--- config.mk ---
export PLATFORM = sky130hd
export DESIGN_NAME = spi_reg_ctrl
export DESIGN_NICKNAME = d
export VERILOG_FILES = /design/src/rtl/spi_reg_ctrl.sv
export SDC_FILE = /design/constraint.sdc
export NUM_CORES = 1
export LEC_CHECK = 0
export BUFFER_PORTS_ARGS = -buffer_cell sky130_fd_sc_hd__buf_2
export CORE_ASPECT_RATIO = 1.2
export CORE_MARGIN = 2
export CORE_UTILIZATION = 50
export CTS_CLUSTER_SIZE = 8
export DETAILED_ROUTE_END_ITERATION = 12
export PLACE_DENSITY = 0.78
export SETUP_SLACK_MARGIN = 0.05
export SYNTH_ARGS = -nofsm -noshare
export SYNTH_HDL_FRONTEND = slang
export SYNTH_SLANG_ARGS = --single-unit
--- constraint.sdc ---
create_clock -name clk -period 5 [get_ports clk]
set_clock_uncertainty 0.15 [all_clocks]
set_input_delay 0.25 -clock clk [delete_from_list [all_inputs] [get_ports clk]]
set_output_delay 0.25 -clock clk [all_outputs]
set_load 0.02 [all_outputs]
--- src/rtl/spi_reg_ctrl.sv ---
// Two-frame command/register controller sitting on the parallel side of the SPI
// slave shifter: a command frame (R/W + address) is followed by one data frame.
module spi_reg_ctrl #(
    parameter int DATA_WIDTH     = 32,
    parameter int ADDR_WIDTH     = 4,
    parameter int TIMEOUT_CYCLES = 65535
) (
    input  logic                          clk,
    input  logic                          rst,
    input  logic                          drv_ready,
    input  logic [DATA_WIDTH-1:0]         drv_data_out,
    output logic [DATA_WIDTH-1:0]         drv_data_in,
    input  logic [7:0]                    ro_status,
    output logic [(2**ADDR_WIDTH)*8-1:0]  regs_flat,
    output logic                          wr_strobe,
    output logic [ADDR_WIDTH-1:0]         wr_addr,
    output logic                          err,
    output logic [1:0]                    state_dbg
);
    localparam int NREG = 2**ADDR_WIDTH;
    localparam int CW   = $clog2(TIMEOUT_CYCLES + 1);
    localparam logic [7:0] RSV_MASK = 8'h7f & ~8'((1 << ADDR_WIDTH) - 1);

    typedef enum logic [1:0] {S_CMD = 2'd0, S_DATA = 2'd1, S_SKIP = 2'd2} state_t;

    state_t                state, state_nxt;
    logic                  ready_q;
    logic                  frame_end;
    logic [7:0]            rx_byte;
    logic [ADDR_WIDTH-1:0] rx_addr;
    logic                  cmd_wr;
    logic [ADDR_WIDTH-1:0] cmd_addr;
    logic [7:0]            rd_data;
    logic [7:0]            tx_byte;
    logic [CW-1:0]         tmo_cnt;
    logic                  tmo_hit;
    logic                  cmd_latch, do_write, err_set, err_clr;
    logic [7:0]            bank [NREG];
    logic [DATA_WIDTH-9:0] unused_hi;

    // Handshake: drv_ready high means the shifter is idle; its rising edge marks a
    // completed frame whose byte sits in drv_data_out[7:0], and its falling edge is
    // the instant the shifter samples drv_data_in. Nothing else is exchanged.
    assign frame_end = drv_ready & ~ready_q;
    assign rx_byte   = drv_data_out[7:0];
    assign rx_addr   = rx_byte[ADDR_WIDTH-1:0];
    assign unused_hi = drv_data_out[DATA_WIDTH-1:8];
    assign tmo_hit   = (tmo_cnt == CW'(TIMEOUT_CYCLES));
    assign state_dbg = state;

    assign drv_data_in = {{(DATA_WIDTH-8){1'b0}}, tx_byte};

    always_comb begin
        regs_flat = '0;
        for (int i = 1; i < NREG; i++) regs_flat[i*8 +: 8] = bank[i];
    end

    always_comb begin
        state_nxt = state;
        tx_byte   = 8'h00;
        cmd_latch = 1'b0;
        do_write  = 1'b0;
        err_set   = 1'b0;
        err_clr   = 1'b0;
        case (state)
            S_CMD: begin
                tx_byte = {err, 7'h25};
                if (frame_end) begin
                    cmd_latch = 1'b1;
                    if (|(rx_byte & RSV_MASK)) begin
                        err_set   = 1'b1;
                        state_nxt = S_SKIP;
                    end else begin
                        state_nxt = S_DATA;
                    end
                end
            end
            S_DATA: begin
                tx_byte = cmd_wr ? 8'h00 : rd_data;
                // A frame completing on the expiry cycle still gets processed.
                if (frame_end) begin
                    state_nxt = S_CMD;
                    if (cmd_wr) begin
                        if (cmd_addr != '0) do_write = 1'b1;
                        else                err_set  = 1'b1;
                    end else if (cmd_addr == '0) begin
                        err_clr = 1'b1;
                    end
                end else if (tmo_hit) begin
                    err_set   = 1'b1;
                    state_nxt = S_CMD;
                end
            end
            S_SKIP: begin
                if (frame_end) begin
                    state_nxt = S_CMD;
                end else if (tmo_hit) begin
                    err_set   = 1'b1;
                    state_nxt = S_CMD;
                end
            end
            default: state_nxt = S_CMD;
        endcase
    end

    always_ff @(posedge clk or posedge rst) begin
        if (rst) begin
            state     <= S_CMD;
            ready_q   <= 1'b1;
            cmd_wr    <= 1'b0;
            cmd_addr  <= '0;
            rd_data   <= 8'h00;
            tmo_cnt   <= '0;
            wr_strobe <= 1'b0;
            wr_addr   <= '0;
            err       <= 1'b0;
            for (int i = 0; i < NREG; i++) bank[i] <= 8'h00;
        end else begin
            state     <= state_nxt;
            ready_q   <= drv_ready;
            wr_strobe <= do_write;
            if (cmd_latch) begin
                cmd_wr   <= rx_byte[7];
                cmd_addr <= rx_addr;
                // Read data is frozen here so it stays stable for the whole data frame.
                rd_data  <= (rx_addr == '0) ? ro_status : bank[rx_addr];
            end
            if (do_write) begin
                bank[cmd_addr] <= rx_byte;
                wr_addr        <= cmd_addr;
            end
            if (state == S_CMD)  tmo_cnt <= '0;
            else if (drv_ready)  tmo_cnt <= tmo_cnt + CW'(1);
            if (err_set)         err <= 1'b1;
            else if (err_clr)    err <= 1'b0;
        end
    end

endmodule

**Word level (Yosys, flattened, before mapping)**

Index checks and enable logic that the tools add are counted.

- Word-level logic and storage cells: 84
- Output and inout bits: 168
- Bits in registers: 166

- Order comparisons: 3
- Equality and inequality tests: 5
- $add $sub $neg: 1
- Mux-type cells: 36
- Bitwise logic cells: 4
- Reductions and logical operators: 10

Operators by type and width:

| operator | number |
|---|---|
| bitwise mux 128 bit | 1 |
| two-way mux 8 bit | 5 |
| binary-select mux 8 bit (select 4 bit) | 1 |
| demux 8 bit (select 4 bit) | 1 |
| two-way mux 16 bit | 2 |
| two-way mux 1 bit | 19 |
| adder 16 x 1 -> 16 bit (second input constant) | 1 |
| == test 16 bit (second input constant) | 1 |
| one-hot mux 8 bit (2 select lines) | 1 |
| greater-or-equal comparator 5 bit (second input constant) | 2 |
| NOT 4 -> 5 bit | 2 |
| zero test 4 bit | 2 |
| two-way mux 2 bit | 4 |
| less-than comparator 5 x 1 -> 1 bit (second input constant) | 1 |
| one-hot mux 2 bit (2 select lines) | 1 |
| nonzero test 2 bit | 2 |
| nonzero test 4 bit | 1 |
| inequality test 3 x 1 -> 1 bit (second input constant) | 1 |
| one-hot mux 1 bit (3 select lines) | 1 |
| OR reduction 3 bit | 1 |
| == test 2 x 1 -> 1 bit (second input constant) | 1 |
| == test 2 bit (second input constant) | 1 |
| zero test 2 bit | 1 |
| inequality test 2 bit (second input constant) | 1 |
| 5 further kinds | 5 |

**Depth between registers and ports, before layout**

Gate-level depths: netlist of run 1.

- Depth after elaboration: 7
- Mapped depth: 8
- Mapped depth without buffers: 6

**Worst setup path before layout of run 1**

No wires, ideal clock.

- Path kind: reg2reg
- From: register state[1] (netlist: state_dbg[1])
- To: register bank (netlist bit regs_flat[24])
- Required time: 4725 ps
- Path slack: 2768 ps
- Arrival time: 1957 ps
- Stages on the path, launching flop included: 9
- Path buffers: 2
- Clock period less this slack: 2232 ps
- Cell sequence: dfrtp_1 > inv_1 > ha_1 > and4b_1 > buf_4 > and3_1 > buf_2 > nand2_2 > mux2_2

- Word-level cells in the longest chain between the ends: 2

RTL lines:

| item | RTL line | RTL |
|---|---|---|
| from (decl) | 26 | `state_t state, state_nxt;` |
| from (signal assigned) | 119 | `state <= state_nxt;` |
| == test 2 x 1 -> 1 bit | 65 | `case (state)` |
| two-way mux 1 bit | 65 |  |
| to (signal, indexed assignment) | 129 | `bank[cmd_addr] <= rx_byte;` |
| to (decl) | 38 | `logic [7:0] bank [NREG];` |

No other way between the ends.
A chain may end at the register's enable or synchronous reset.

**Final worst setup path of run 1**

- From: register state[1] (netlist: state_dbg[1])
- To: register rd_data[2]

- Word-level cells in the longest chain between the ends: 2

RTL lines:

| item | RTL line | RTL |
|---|---|---|
| zero test 2 bit | 65 |  |
| two-way mux 1 bit | 65 |  |
| to (signal assigned) | 126 | `rd_data <= (rx_addr == '0) ? ro_status : bank[rx_addr];` |
| to (decl) | 33 | `logic [7:0] rd_data;` |

No other way between the ends.

==> flow_results.xml, run 1 <==
<?xml version="1.0" encoding="UTF-8"?>
<metrics>
  <group name="final_layout">
    <metric name="area_growth_syn_to_layout" unit="%">5.99</metric>
    <metric name="finish.utilization" unit="%">53.9</metric>
    <metric name="fin_nets" unit="">788</metric>
    <metric name="layout_fillers" unit="">1473</metric>
    <metric name="antenna_cells_inserted" unit="">0</metric>
    <metric name="fin_cells" unit="">969</metric>
    <metric name="layout-drive-gt1-share" unit="%">45.8</metric>
  </group>
  <group name="cts">
    <metric name="clock_tree_from_tritoncts" unit="">yes</metric>
    <metric name="number_of_h_tree_levels" unit="">4</metric>
    <metric name="ctsResizeCount" unit="">0</metric>
    <metric name="insertion_delay" unit="ns">0.43</metric>
    <metric name="cts_max_path_buffers" unit="">2</metric>
    <metric name="cts.root.buffer_cell" unit="">clkbuf_16</metric>
    <metric name="clk_transition_reported_paths" unit="ns">0.06</metric>
    <metric name="cts.sink_count" unit="">158</metric>
    <metric name="cts_post_setup_buffers_inserted" unit="">0</metric>
    <metric name="numCtsBuffers" unit="">17</metric>
  </group>
  <group name="sta">
    <metric name="finalSetupTns" unit="ns">0</metric>
    <metric name="finalWorstPathRequiredPeriod" unit="ns">2.80</metric>
    <metric name="relSlewSlack" unit="%">26.1</metric>
    <metric name="layout_setup_ws" unit="ns">2.20</metric>
    <metric name="whs" unit="ns">0.0263</metric>
    <metric name="final-hold-violation-count" unit="">0</metric>
    <metric name="setup_viol_count_final" unit="">0</metric>
    <metric name="finalMaxSlewViolations" unit="">0</metric>
    <metric name="period_utilisation_layout" unit="%">56.1</metric>
    <metric name="worst_slew_pin_slew" unit="ns">1.11</metric>
    <metric name="grt_setup_unrepaired" unit="">false</metric>
    <metric name="maxClockFrequency" unit="GHz">0.357</metric>
  </group>
  <group name="pwr">
    <metric name="worst_ir_drop_vdd" unit="uV">241</metric>
    <metric name="switching_power" unit="uW">1120</metric>
    <metric name="power_frac_seq" unit="%">44.0</metric>
    <metric name="clockPowerShare" unit="%">36.3</metric>
    <metric name="power.density_cell_area" unit="nW/um^2">384</metric>
    <metric name="internal_power" unit="uW">2360</metric>
    <metric name="power.static_leakage" unit="uW">0.00484</metric>
    <metric name="combPwrFrac" unit="%">19.6</metric>
    <metric name="power_switching_share" unit="%">32.2</metric>
  </group>
  <group name="detailed_routing">
    <metric name="finalWirelength" unit="mm">19.9</metric>
    <metric name="routed_wire_length_per_instance" unit="microns">20.6</metric>
    <metric name="drc" unit="">0</metric>
    <metric name="vias_per_cell" unit="">5.55</metric>
    <metric name="dr_total_vias" unit="">5381</metric>
    <metric name="ant_nets" unit="">0</metric>
    <metric name="drt_pre_antenna_iters" unit="">4</metric>
    <metric name="drtIter0Drc" unit="">368</metric>
  </group>
  <group name="worst_setup_path">
    <metric name="timing.critical_path.cells" unit="">inv_1 -&gt; ha_1 -&gt; buf_4 -&gt; nand3b_1 -&gt; nor2_1 -&gt; o221ai_1 -&gt; nand2_1</metric>
    <metric name="r2r-end" unit="">rd_data[2]$_DFFE_PP0P_</metric>
    <metric name="worstRegToRegCells" unit="">7</metric>
    <metric name="type_of_the_setup_path_with_the_least_slack" unit="">register to register</metric>
    <metric name="number_of_buffer_and_inverter_instances_along_the_worst_setup_path" unit="">2</metric>
    <metric name="r2r_slack" unit="ns">2.20</metric>
    <metric name="r2r-start" unit="">state_dbg[1]$_DFFE_PP0P_</metric>
    <metric name="worstSetupPathDepth" unit="">7</metric>
    <metric name="critical_path.startpoint_type" unit="">register</metric>
    <metric name="crit_path_top_delay_cell" unit="">nor2_1</metric>
    <metric name="worstPathMaxFanout" unit="">24</metric>
    <metric name="cp_data_arrival_time" unit="ns">3.01</metric>
    <metric name="critical_path.top_delay_family" unit="">simple AND/OR/NAND/NOR gates</metric>
    <metric name="cp_data_required_time" unit="ns">5.21</metric>
    <metric name="end_kind" unit="">register</metric>
    <metric name="worst_path_largest_cell_delay" unit="ns">0.63</metric>
  </group>
  <group name="floorplanning">
    <metric name="floorplan.io_pins" unit="">211</metric>
    <metric name="die_width" unit="microns">123</metric>
    <metric name="rows" unit="">52</metric>
    <metric name="core_region_area" unit="sq um">16900</metric>
    <metric name="dieArea" unit="sq um">18200</metric>
    <metric name="die_h" unit="microns">147</metric>
    <metric name="floorplan.initialDensity" unit="%">50.8</metric>
  </group>
  <group name="global_route">
    <metric name="grt_first_pass_wirelength" unit="mm">30.8</metric>
    <metric name="global_route.overflow_total" unit="">0</metric>
    <metric name="pin_count_of_the_biggest_net_entering_global_routing" unit="">77</metric>
    <metric name="via_count_of_the_first_global_routing_pass" unit="">5414</metric>
    <metric name="grt_antenna_before_repair" unit="">0</metric>
    <metric name="grt_usage" unit="%">22.8</metric>
  </group>
  <group name="synth">
    <metric name="synth-edff-count" unit="">0</metric>
    <metric name="syn_area" unit="sq um">8560</metric>
    <metric name="async_reset_ff_share" unit="%">100</metric>
    <metric name="synth.yosys.seq_area_share" unit="%">46.2</metric>
    <metric name="post_synth.cell_area_avg" unit="sq um">12.0</metric>
    <metric name="synth_cell_types" unit="">51</metric>
    <metric name="synth_area_leader_cell" unit="">dfrtp_1</metric>
    <metric name="synth_top_area_share" unit="%">45.9</metric>
    <metric name="yosysWarningCount" unit="">0</metric>
    <metric name="netlist_top_cells_count" unit="">buf_4 (157), dfrtp_1 (157), mux2_2 (129), mux2i_1 (40), clkbuf_1 (22)</metric>
    <metric name="synth.area.top_cells" unit="">dfrtp_1 (46%), mux2_2 (17%), buf_4 (14%), mux2i_1 (4.7%), mux4_2 (2.1%)</metric>
    <metric name="ys_ff_latch" unit="">158</metric>
    <metric name="synth_cells" unit="">715</metric>
    <metric name="dominantRegCellSynth" unit="">dfrtp_1</metric>
  </group>
  <group name="run">
    <metric name="maxCapViolCount" unit="">0</metric>
  </group>
  <group name="place">
    <metric name="dp.cells" unit="">933</metric>
    <metric name="gp_congestion" unit="">0.822</metric>
    <metric name="detailed_placement_wirelength_estimate" unit="mm">13.8</metric>
    <metric name="pre_cts_ws" unit="ns">2.24</metric>
    <metric name="numPortBuffers" unit="">154</metric>
  </group>
  <group name="min_path">
    <metric name="min_from" unit="">ro_status[6]</metric>
    <metric name="worst_hold_path.endpoint" unit="">rd_data[6]$_DFFE_PP0P_</metric>
    <metric name="timing.hold.worst_path_depth" unit="">3</metric>
    <metric name="timing.hold.worst.class" unit="">primary input to register</metric>
  </group>
  <group name="outcome">
    <metric name="run_status" unit="">finished, final reports clean</metric>
  </group>
</metrics>
==> placed cells by master (no fill, tap or decap), drive strengths merged, types with 7 or more instances in the layout <==
| cell type | instances |
|---|---|
| clkbuf | 19 |
| o221ai | 7 |
| mux2 | 129 |
| inv | 13 |
| xor2 | 10 |
| conb | 32 |
| mux4 | 8 |
| a22oi | 12 |
| o21ai | 10 |
| a32oi | 7 |
| dfrtp | 157 |
| nand3 | 7 |
| buf | 159 |
| mux2i | 40 |
| nor2 | 25 |
| nand2 | 22 |
==> sequential cells by signal (all words and copies together), names as in the netlist <==
name,cells
rd_data,8
regs_flat,120
cmd_addr,4
cmd_wr,1
wr_addr,4
tmo_cnt,16
state_dbg,2
wr_strobe,1
err,1
ready_q,1
==> cell families (layout without fill, tap and decap cells) <==
kind of cell    count (synthesis)  in the layout  share of synthesized area, %
flops                         158            158                          46.2
mux                           177            177                          23.7
fa+ha+maj                       5              5                         0.731
compound gates                 65             65                          5.66
other cells                     1             32                        0.0438
simple gates                   99             99                          6.72
xor+xnor                       12             12                          1.23
buf+inv                       198            205                          15.7
==> cell type report <==
| cell class | instances | area [sq um] | share of cell area [%] |
|---|---|---|---|
| repair buffers | 163 | 848 | 9.35 |
| clock inverters | 13 | 135 | 1.49 |
| clock buffers | 19 | 443 | 4.88 |
| inverters | 10 | 42.5 | 0.469 |
| flip-flops and latches | 158 | 3960 | 43.6 |
| well taps | 216 | 270 | 2.98 |
| multi-input cells | 390 | 3380 | 37.3 |
==> per-stage QoR <==
stage,total power [uW],instance area (sq um)
after floorplan,2100,8680
after CTS,3500,9070
after detailed placement,2240,8460
after global routing,3630,9070
final,3490,9070
after global placement,2220,8460
==> worst register-to-register path, stage by stage (launching register included) <==
cell	delay (ns)
dfrtp_1	0.43
inv_1	0.14
ha_1	0.16
buf_4	0.26
nand3b_1	0.58
nor2_1	0.64
o221ai_1	0.27
nand2_1	0.11
==> worst max-delay path by stage <==
stage                             start                 endpoint
2_1_floorplan                       rst  cmd_addr[0]$_DFFE_PP0P_
3_5_place_dp   state_dbg[1]$_DFFE_PP0P_   rd_data[5]$_DFFE_PP0P_
5_1_grt        state_dbg[1]$_DFFE_PP0P_   rd_data[5]$_DFFE_PP0P_
4_1_cts        state_dbg[1]$_DFFE_PP0P_   rd_data[5]$_DFFE_PP0P_
6_report       state_dbg[1]$_DFFE_PP0P_   rd_data[2]$_DFFE_PP0P_
3_3_place_gp   state_dbg[1]$_DFFE_PP0P_   rd_data[2]$_DFFE_PP0P_
==> metal layers <==
metal | part of all wire, % | global-route usage, % | vias up
met2 | 50 | 36.2 | 189
met1 | 41 | 29.7 | 2767
met5 | 0 | 0 | -
met3 | 6.0 | 6.21 | 35
met4 | 3.0 | 8.86 | 0
li1 | - | - | 2390
==> power by group through the flow <==
stage / logic (uW) / clock network (uW) / registers (uW)
CTS: 689 / 1280 / 1530
global placement: 670 / 0 / 1550
global route: 741 / 1340 / 1560
floorplan: 574 / 0 / 1530
detailed placement: 681 / 0 / 1550
finish: 684 / 1270 / 1530
==> what timing repair did <==
item	CTS	global route
hold buffers	4	0
setup endpoints to repair	0	0
hold endpoints to repair	76	0
Power figures use the tool's default switching activity.
==> inputs of run 2 (changes only) <==
ABC_AREA = 1   (was unset)
PLACE_DENSITY = 0.77   (was 0.78)
clock period = 2.6 ns   (was 5 ns; I/O delays follow)
==> flow_results.xml, run 2 <==
<?xml version="1.0" encoding="UTF-8"?>
<metrics>
  <group name="outcome">
    <metric name="run_status" unit="">finished, final reports clean</metric>
  </group>
  <group name="floorplanning">
    <metric name="die_width" unit="microns">126</metric>
    <metric name="floorplan.io_pins" unit="">211</metric>
    <metric name="floorplan.initialDensity" unit="%">50.9</metric>
    <metric name="core_region_area" unit="sq um">17500</metric>
    <metric name="rows" unit="">53</metric>
    <metric name="die_h" unit="microns">150</metric>
    <metric name="dieArea" unit="sq um">18900</metric>
  </group>
  <group name="final_layout">
    <metric name="layout.cells.most_common" unit="">nand2_1</metric>
    <metric name="most-common-layout-cells" unit="">nand2_1 (296), dfrtp_1 (157), buf_2 (154)</metric>
    <metric name="antenna_cells_inserted" unit="">0</metric>
    <metric name="largest_register_ff_count" unit="">120</metric>
    <metric name="layout_fillers" unit="">1636</metric>
    <metric name="layout-drive-gt1-share" unit="%">22.4</metric>
    <metric name="multi_input_area" unit="sq um">3430</metric>
    <metric name="fin_nets" unit="">1195</metric>
    <metric name="area_growth_syn_to_layout" unit="%">6.89</metric>
    <metric name="seqCellArea" unit="sq um">3960</metric>
  </group>
  <group name="synth">
    <metric name="syn_area" unit="sq um">8910</metric>
    <metric name="netlist_top_cells_count" unit="">nand2_1 (296), dfrtp_1 (157), buf_4 (153), o21ai_0 (117), nor2_1 (110)</metric>
    <metric name="synth_cells" unit="">1116</metric>
    <metric name="dominantRegCellSynth" unit="">dfrtp_1</metric>
    <metric name="post_synth.cell_area_avg" unit="sq um">7.98</metric>
    <metric name="synth-edff-count" unit="">0</metric>
    <metric name="synth.area.top_cells" unit="">dfrtp_1 (44%), buf_4 (13%), nand2_1 (12%), o21ai_0 (6.6%), nor2_1 (4.6%)</metric>
    <metric name="synthMostInstantiatedCell" unit="">nand2_1</metric>
    <metric name="yosysWarningCount" unit="">0</metric>
    <metric name="async_reset_ff_share" unit="%">100</metric>
    <metric name="synth_cell_types" unit="">37</metric>
    <metric name="synth_top_area_share" unit="%">44.1</metric>
    <metric name="synth_area_leader_cell" unit="">dfrtp_1</metric>
    <metric name="synth.yosys.seq_area_share" unit="%">44.4</metric>
    <metric name="ys_ff_latch" unit="">158</metric>
  </group>
  <group name="detailed_routing">
    <metric name="finalWirelength" unit="mm">23.3</metric>
    <metric name="dr_total_vias" unit="">7174</metric>
    <metric name="routed_wire_length_per_instance" unit="microns">16.9</metric>
    <metric name="drtIter0Drc" unit="">648</metric>
    <metric name="drt_pre_antenna_iters" unit="">5</metric>
    <metric name="vias_per_cell" unit="">5.20</metric>
    <metric name="drc" unit="">0</metric>
    <metric name="ant_nets" unit="">0</metric>
  </group>
  <group name="worst_setup_path">
    <metric name="cp_data_arrival_time" unit="ns">2.44</metric>
    <metric name="timing.critical_path.cells" unit="">inv_1 -&gt; ha_1 -&gt; nand2_1 -&gt; nor2_8 -&gt; nand2_8 -&gt; nor2_8 -&gt; nand3_4 -&gt; nand2_1 -&gt; o21ai_2</metric>
    <metric name="worstSetupPathDepth" unit="">9</metric>
    <metric name="worstPathMaxFanout" unit="">16</metric>
    <metric name="cp_data_required_time" unit="ns">2.74</metric>
    <metric name="worstRegToRegCells" unit="">9</metric>
    <metric name="r2r-start" unit="">state_dbg[1]$_DFFE_PP0P_</metric>
    <metric name="number_of_buffer_and_inverter_instances_along_the_worst_setup_path" unit="">1</metric>
    <metric name="critical_path.top_delay_family" unit="">simple AND/OR/NAND/NOR gates</metric>
    <metric name="critical_path.startpoint_type" unit="">register</metric>
    <metric name="crit_path_top_delay_cell" unit="">dfrtp_1</metric>
    <metric name="worst_path_largest_cell_delay" unit="ns">0.43</metric>
    <metric name="r2r_slack" unit="ns">0.30</metric>
    <metric name="r2r-end" unit="">regs_flat[92]$_DFFE_PP0P_</metric>
    <metric name="end_kind" unit="">register</metric>
    <metric name="type_of_the_setup_path_with_the_least_slack" unit="">register to register</metric>
  </group>
  <group name="cts">
    <metric name="cts_post_setup_buffers_inserted" unit="">0</metric>
    <metric name="insertion_delay" unit="ns">0.43</metric>
    <metric name="cts.sink_count" unit="">158</metric>
    <metric name="numCtsBuffers" unit="">17</metric>
    <metric name="cts.root.buffer_cell" unit="">clkbuf_16</metric>
    <metric name="cts_max_path_buffers" unit="">2</metric>
    <metric name="cts_hold_buf" unit="">14</metric>
    <metric name="ctsResizeCount" unit="">0</metric>
    <metric name="clk_transition_reported_paths" unit="ns">0.06</metric>
    <metric name="number_of_h_tree_levels" unit="">4</metric>
    <metric name="clock_tree_from_tritoncts" unit="">yes</metric>
  </group>
  <group name="place">
    <metric name="gp_congestion" unit="">0.939</metric>
    <metric name="detailed_placement_wirelength_estimate" unit="mm">16.2</metric>
    <metric name="numPortBuffers" unit="">154</metric>
  </group>
  <group name="pwr">
    <metric name="power_frac_seq" unit="%">42.5</metric>
    <metric name="power_switching_share" unit="%">32.0</metric>
    <metric name="combPwrFrac" unit="%">20.2</metric>
    <metric name="clockPowerShare" unit="%">37.3</metric>
    <metric name="power.static_leakage" unit="uW">0.00505</metric>
    <metric name="switching_power" unit="uW">2110</metric>
    <metric name="power.density_cell_area" unit="nW/um^2">693</metric>
    <metric name="internal_power" unit="uW">4490</metric>
    <metric name="worst_ir_drop_vdd" unit="uV">496</metric>
  </group>
  <group name="global_route">
    <metric name="via_count_of_the_first_global_routing_pass" unit="">6690</metric>
    <metric name="grt_usage" unit="%">24.6</metric>
    <metric name="global_route.overflow_total" unit="">0</metric>
    <metric name="pin_count_of_the_biggest_net_entering_global_routing" unit="">86</metric>
    <metric name="grt_antenna_before_repair" unit="">0</metric>
    <metric name="grt_first_pass_wirelength" unit="mm">36.2</metric>
  </group>
  <group name="min_path">
    <metric name="timing.hold.worst.class" unit="">primary input to asynchronous set/reset pin</metric>
  </group>
  <group name="sta">
    <metric name="setup_viol_count_final" unit="">0</metric>
    <metric name="worst_slew_pin_slew" unit="ns">0.808</metric>
    <metric name="maxClockFrequency" unit="GHz">0.435</metric>
    <metric name="finalSetupTns" unit="ns">0</metric>
    <metric name="grt_setup_unrepaired" unit="">false</metric>
    <metric name="whs" unit="ns">0.0388</metric>
    <metric name="finalWorstPathRequiredPeriod" unit="ns">2.30</metric>
    <metric name="final-hold-violation-count" unit="">0</metric>
    <metric name="period_utilisation_layout" unit="%">88.4</metric>
    <metric name="relSlewSlack" unit="%">46.1</metric>
    <metric name="finalMaxSlewViolations" unit="">0</metric>
  </group>
  <group name="run">
    <metric name="maxCapViolCount" unit="">0</metric>
  </group>
</metrics>
## run 2: routing by layer
layer	vias to the layer above	track usage [%]	part of all wire [%]
met5	-	0	0
met1	3390	32.5	42
met3	57	4.55	6.4
met2	288	39.9	48
met4	0	10.7	3.1
li1	3439	-	-
## run 2: layout make-up
class                   count  share of cell area (%)
clock buffers              21                    4.83
clock inverters            11                    1.22
inverters                  56                    2.27
multi-input cells         729                    36.0
flip-flops and latches    158                    41.5
well taps                 220                    2.89
repair buffers            185                    11.3
## run 2: through the flow
step | setup WS, ns | std cells | cell area [sq um] | utilization, % | total power (uW)
after global placement | 0.377 | 1334 | 8810 | 50.3 | 4120
after global routing | 0.159 | 1380 | 9530 | 54.4 | 6880
after floorplan | 0.320 | 1147 | 9030 | - | 3850
after detailed placement | 0.351 | 1334 | 8810 | 50.3 | 4160
after CTS | 0.289 | 1380 | 9530 | 54.4 | 6630
final | 0.301 | 1380 | 9530 | 54.4 | 6600
## run 2: tightest hold or removal path: cells and delay by family
| kind | cells | cell delay (ns) |
|---|---|---|
| buffers and inverters | 3 | 0.85 |
## run 2: how the worst max path moves through the flow
| stage | start | slack (ns) | to |
|---|---|---|---|
| floorplan | rst | 0.32 | cmd_addr[0]$_DFFE_PP0P_ |
| global placement | state_dbg[1]$_DFFE_PP0P_ | 0.38 | regs_flat[43]$_DFFE_PP0P_ |
| detailed placement | state_dbg[1]$_DFFE_PP0P_ | 0.35 | regs_flat[47]$_DFFE_PP0P_ |
| CTS | state_dbg[1]$_DFFE_PP0P_ | 0.29 | regs_flat[92]$_DFFE_PP0P_ |
| global route | state_dbg[1]$_DFFE_PP0P_ | 0.16 | regs_flat[97]$_DFFE_PP0P_ |
| finish | state_dbg[1]$_DFFE_PP0P_ | 0.30 | regs_flat[92]$_DFFE_PP0P_ |
## run 2: cells by family after synthesis
logic type	after synthesis	synth area share [%]
AO/OA/AOI/OAI	201	12.4
adder cells (fa/ha/maj)	5	0.702
buffers and inverters	260	18.5
flip-flops	158	44.4
other	1	0.0421
AND/OR/NAND/NOR	491	24.0
## run 2: power by group through the flow
| stage | combinational (uW) | sequential [uW] | clock [uW] |
|---|---|---|---|
| 3_5_place_dp | 1320 | 2840 | 0 |
| 3_3_place_gp | 1290 | 2830 | 0 |
| 2_1_floorplan | 1020 | 2830 | 0 |
| 4_1_cts | 1340 | 2800 | 2490 |
| 6_report | 1340 | 2800 | 2460 |
| 5_1_grt | 1470 | 2820 | 2580 |
==> inputs of run 3 (changes only) <==
PLACE_DENSITY = 0.76   (was 0.77)
==> flow_results.xml, run 3 (same netlist as run 2, synthesis figures left out) <==
<?xml version="1.0" encoding="UTF-8"?>
<metrics>
  <group name="worst_setup_path">
    <metric name="critical_path.top_delay_family" unit="">simple AND/OR/NAND/NOR gates</metric>
    <metric name="worst_path_largest_cell_delay" unit="ns">0.43</metric>
    <metric name="critical_path.startpoint_type" unit="">register</metric>
    <metric name="type_of_the_setup_path_with_the_least_slack" unit="">register to register</metric>
    <metric name="crit_path_top_delay_cell" unit="">dfrtp_1</metric>
    <metric name="worstPathMaxFanout" unit="">16</metric>
    <metric name="number_of_buffer_and_inverter_instances_along_the_worst_setup_path" unit="">1</metric>
    <metric name="timing.critical_path.cells" unit="">inv_1 -&gt; ha_1 -&gt; nand2_1 -&gt; nor2_8 -&gt; nand2_8 -&gt; nor2_8 -&gt; nand3_4 -&gt; nand2_1 -&gt; o21ai_2</metric>
    <metric name="cp_data_required_time" unit="ns">2.74</metric>
    <metric name="cp_data_arrival_time" unit="ns">2.48</metric>
    <metric name="end_kind" unit="">register</metric>
    <metric name="r2r-start" unit="">state_dbg[1]$_DFFE_PP0P_</metric>
    <metric name="cp-startpoint" unit="">state_dbg[1]$_DFFE_PP0P_</metric>
  </group>
  <group name="place">
    <metric name="gp_congestion" unit="">0.920</metric>
    <metric name="numPortBuffers" unit="">154</metric>
    <metric name="detailed_placement_wirelength_estimate" unit="mm">16.2</metric>
  </group>
  <group name="final_layout">
    <metric name="layout.cells.most_common" unit="">nand2_1</metric>
    <metric name="layout-drive-gt1-share" unit="%">22.4</metric>
    <metric name="fin_nets" unit="">1198</metric>
    <metric name="most-common-layout-cells" unit="">nand2_1 (296), dfrtp_1 (157), buf_2 (154)</metric>
    <metric name="antenna_cells_inserted" unit="">0</metric>
    <metric name="area_growth_syn_to_layout" unit="%">6.92</metric>
    <metric name="largest_register_ff_count" unit="">120</metric>
  </group>
  <group name="cts">
    <metric name="numCtsBuffers" unit="">17</metric>
    <metric name="ctsResizeCount" unit="">0</metric>
    <metric name="clk_transition_reported_paths" unit="ns">0.06</metric>
    <metric name="cts.sink_count" unit="">158</metric>
    <metric name="number_of_h_tree_levels" unit="">4</metric>
    <metric name="insertion_delay" unit="ns">0.42</metric>
    <metric name="cts.root.buffer_cell" unit="">clkbuf_16</metric>
    <metric name="cts_max_path_buffers" unit="">2</metric>
    <metric name="clock_tree_from_tritoncts" unit="">yes</metric>
  </group>
  <group name="sta">
    <metric name="setup_viol_count_final" unit="">0</metric>
    <metric name="finalMaxSlewViolations" unit="">0</metric>
    <metric name="maxClockFrequency" unit="GHz">0.428</metric>
    <metric name="finalWorstPathRequiredPeriod" unit="ns">2.34</metric>
    <metric name="finalSetupTns" unit="ns">0</metric>
    <metric name="period_utilisation_layout" unit="%">89.9</metric>
    <metric name="relSlewSlack" unit="%">41.4</metric>
    <metric name="worst_slew_pin_slew" unit="ns">0.878</metric>
    <metric name="final-hold-violation-count" unit="">0</metric>
    <metric name="grt_setup_unrepaired" unit="">false</metric>
  </group>
  <group name="detailed_routing">
    <metric name="route.top_layer_used" unit="">met4</metric>
    <metric name="routed_wire_length_per_instance" unit="microns">16.9</metric>
    <metric name="dr_total_vias" unit="">7179</metric>
    <metric name="met2WireLength" unit="mm">11.5</metric>
    <metric name="vias_per_cell" unit="">5.19</metric>
    <metric name="drt_pre_antenna_iters" unit="">5</metric>
    <metric name="ant_nets" unit="">0</metric>
    <metric name="finalWirelength" unit="mm">23.4</metric>
    <metric name="wl_met1" unit="mm">9.75</metric>
    <metric name="drtIter0Drc" unit="">619</metric>
    <metric name="drc" unit="">0</metric>
    <metric name="routed-wl-met3" unit="mm">1.48</metric>
  </group>
  <group name="pwr">
    <metric name="worst_ir_drop_vdd" unit="uV">528</metric>
    <metric name="switching_power" unit="uW">2090</metric>
    <metric name="clockPowerShare" unit="%">37.5</metric>
    <metric name="combPwrFrac" unit="%">20.2</metric>
    <metric name="overall_power" unit="uW">6630</metric>
    <metric name="power_frac_seq" unit="%">42.3</metric>
    <metric name="power.static_leakage" unit="uW">0.00506</metric>
    <metric name="power.density_cell_area" unit="nW/um^2">696</metric>
    <metric name="internal_power" unit="uW">4540</metric>
    <metric name="power_switching_share" unit="%">31.5</metric>
  </group>
  <group name="floorplanning">
    <metric name="floorplan.io_pins" unit="">211</metric>
    <metric name="core_region_area" unit="sq um">17500</metric>
    <metric name="die_width" unit="microns">126</metric>
    <metric name="die_h" unit="microns">150</metric>
    <metric name="rows" unit="">53</metric>
    <metric name="dieArea" unit="sq um">18900</metric>
    <metric name="floorplan.initialDensity" unit="%">50.9</metric>
  </group>
  <group name="global_route">
    <metric name="global_route.overflow_total" unit="">0</metric>
    <metric name="pin_count_of_the_biggest_net_entering_global_routing" unit="">68</metric>
    <metric name="via_count_of_the_first_global_routing_pass" unit="">6721</metric>
    <metric name="grt_antenna_before_repair" unit="">0</metric>
    <metric name="grt_usage" unit="%">24.8</metric>
    <metric name="grt_first_pass_wirelength" unit="mm">36.4</metric>
  </group>
  <group name="outcome">
    <metric name="run_status" unit="">finished, final reports clean</metric>
  </group>
  <group name="run">
    <metric name="maxCapViolCount" unit="">0</metric>
  </group>
  <group name="min_path">
    <metric name="timing.hold.worst.class" unit="">primary input to asynchronous set/reset pin</metric>
  </group>
</metrics>
-- run 3: cell count changes in the layout (fill, tap and decap cells not counted) --
cell        delta
buf_4          +5
clkinv_4       -1
clkbuf_1       +3
clkbuf_8       +2
clkinv_2       -2
buf_12         -2
clkinvlp_4     -2
-- run 3: final cells by class --
| cell class | instances | area (sq um) |
|---|---|---|
| sequential | 158 | 3960 |
| multi-input combinational | 729 | 3430 |
| clock buffer | 26 | 499 |
| fill | 1671 | 7980 |
| timing repair buffer | 188 | 1070 |
| tap | 220 | 275 |
| clock inverter | 6 | 82.6 |
| inverter | 56 | 216 |
-- run 3: stage by stage --
| step | hold slack, ns | utilization [%] | worst slack [ns] | cells | cell area (sq um) |
|---|---|---|---|---|---|
| global placement | -0.0518 | 50.3 | 0.371 | 1337 | 8810 |
| global route | 0.0752 | 54.4 | 0.130 | 1383 | 9530 |
| CTS | 0.0453 | 54.4 | 0.275 | 1383 | 9530 |
| floorplan | -0.0155 | - | 0.320 | 1147 | 9030 |
| finish | 0.0511 | 54.4 | 0.262 | 1383 | 9530 |
| detailed placement | -0.0601 | 50.3 | 0.311 | 1337 | 8810 |
-- run 3: what timing repair did --
| item | 4_1_cts | 5_1_grt |
|---|---|---|
| setup buffers | 0 | 0 |
| hold endpoints to repair | 156 | 0 |
| hold buffers | 14 | 0 |
-- run 3: worst reg2reg max path, cell delays in order (launching register included) --
cell,delay [ns]
dfrtp_1,0.43
inv_1,0.11
ha_1,0.29
nand2_1,0.21
nor2_8,0.22
nand2_8,0.12
nor2_8,0.20
nand3_4,0.25
nand2_1,0.17
o21ai_2,0.06
-- run 3: path summary, 6_finish.rpt --
kind / slack, ns / cells past startpoint / end
setup / recovery: 0.26 / 9 / regs_flat[94]$_DFFE_PP0P_
hold / removal: 0.05 / 3 / regs_flat[28]$_DFFE_PP0P_
setup reg to reg: 0.26 / 9 / regs_flat[94]$_DFFE_PP0P_
hold reg to reg: 0.33 / 2 / wr_addr[1]$_DFFE_PP0P_
max in group asynchronous: 1.45 / 5 / regs_flat[97]$_DFFE_PP0P_
min in group clk: 0.07 / 5 / rd_data[3]$_DFFE_PP0P_
-- run 3: power groups by stage --
stage / logic (uW) / registers [uW] / clock network, uW
final: 1340 / 2800 / 2490
after floorplan: 1020 / 2830 / 0
after global placement: 1290 / 2830 / 0
after CTS: 1340 / 2800 / 2520
after detailed placement: 1310 / 2840 / 0
after global routing: 1470 / 2820 / 2610
-- run 3: per-layer routing --
metal	global-route usage, %	up-vias
li1	-	3441
met1	32.4	3412
met2	41.4	286
met3	4.90	40
met4	8.90	0
met5	0	-
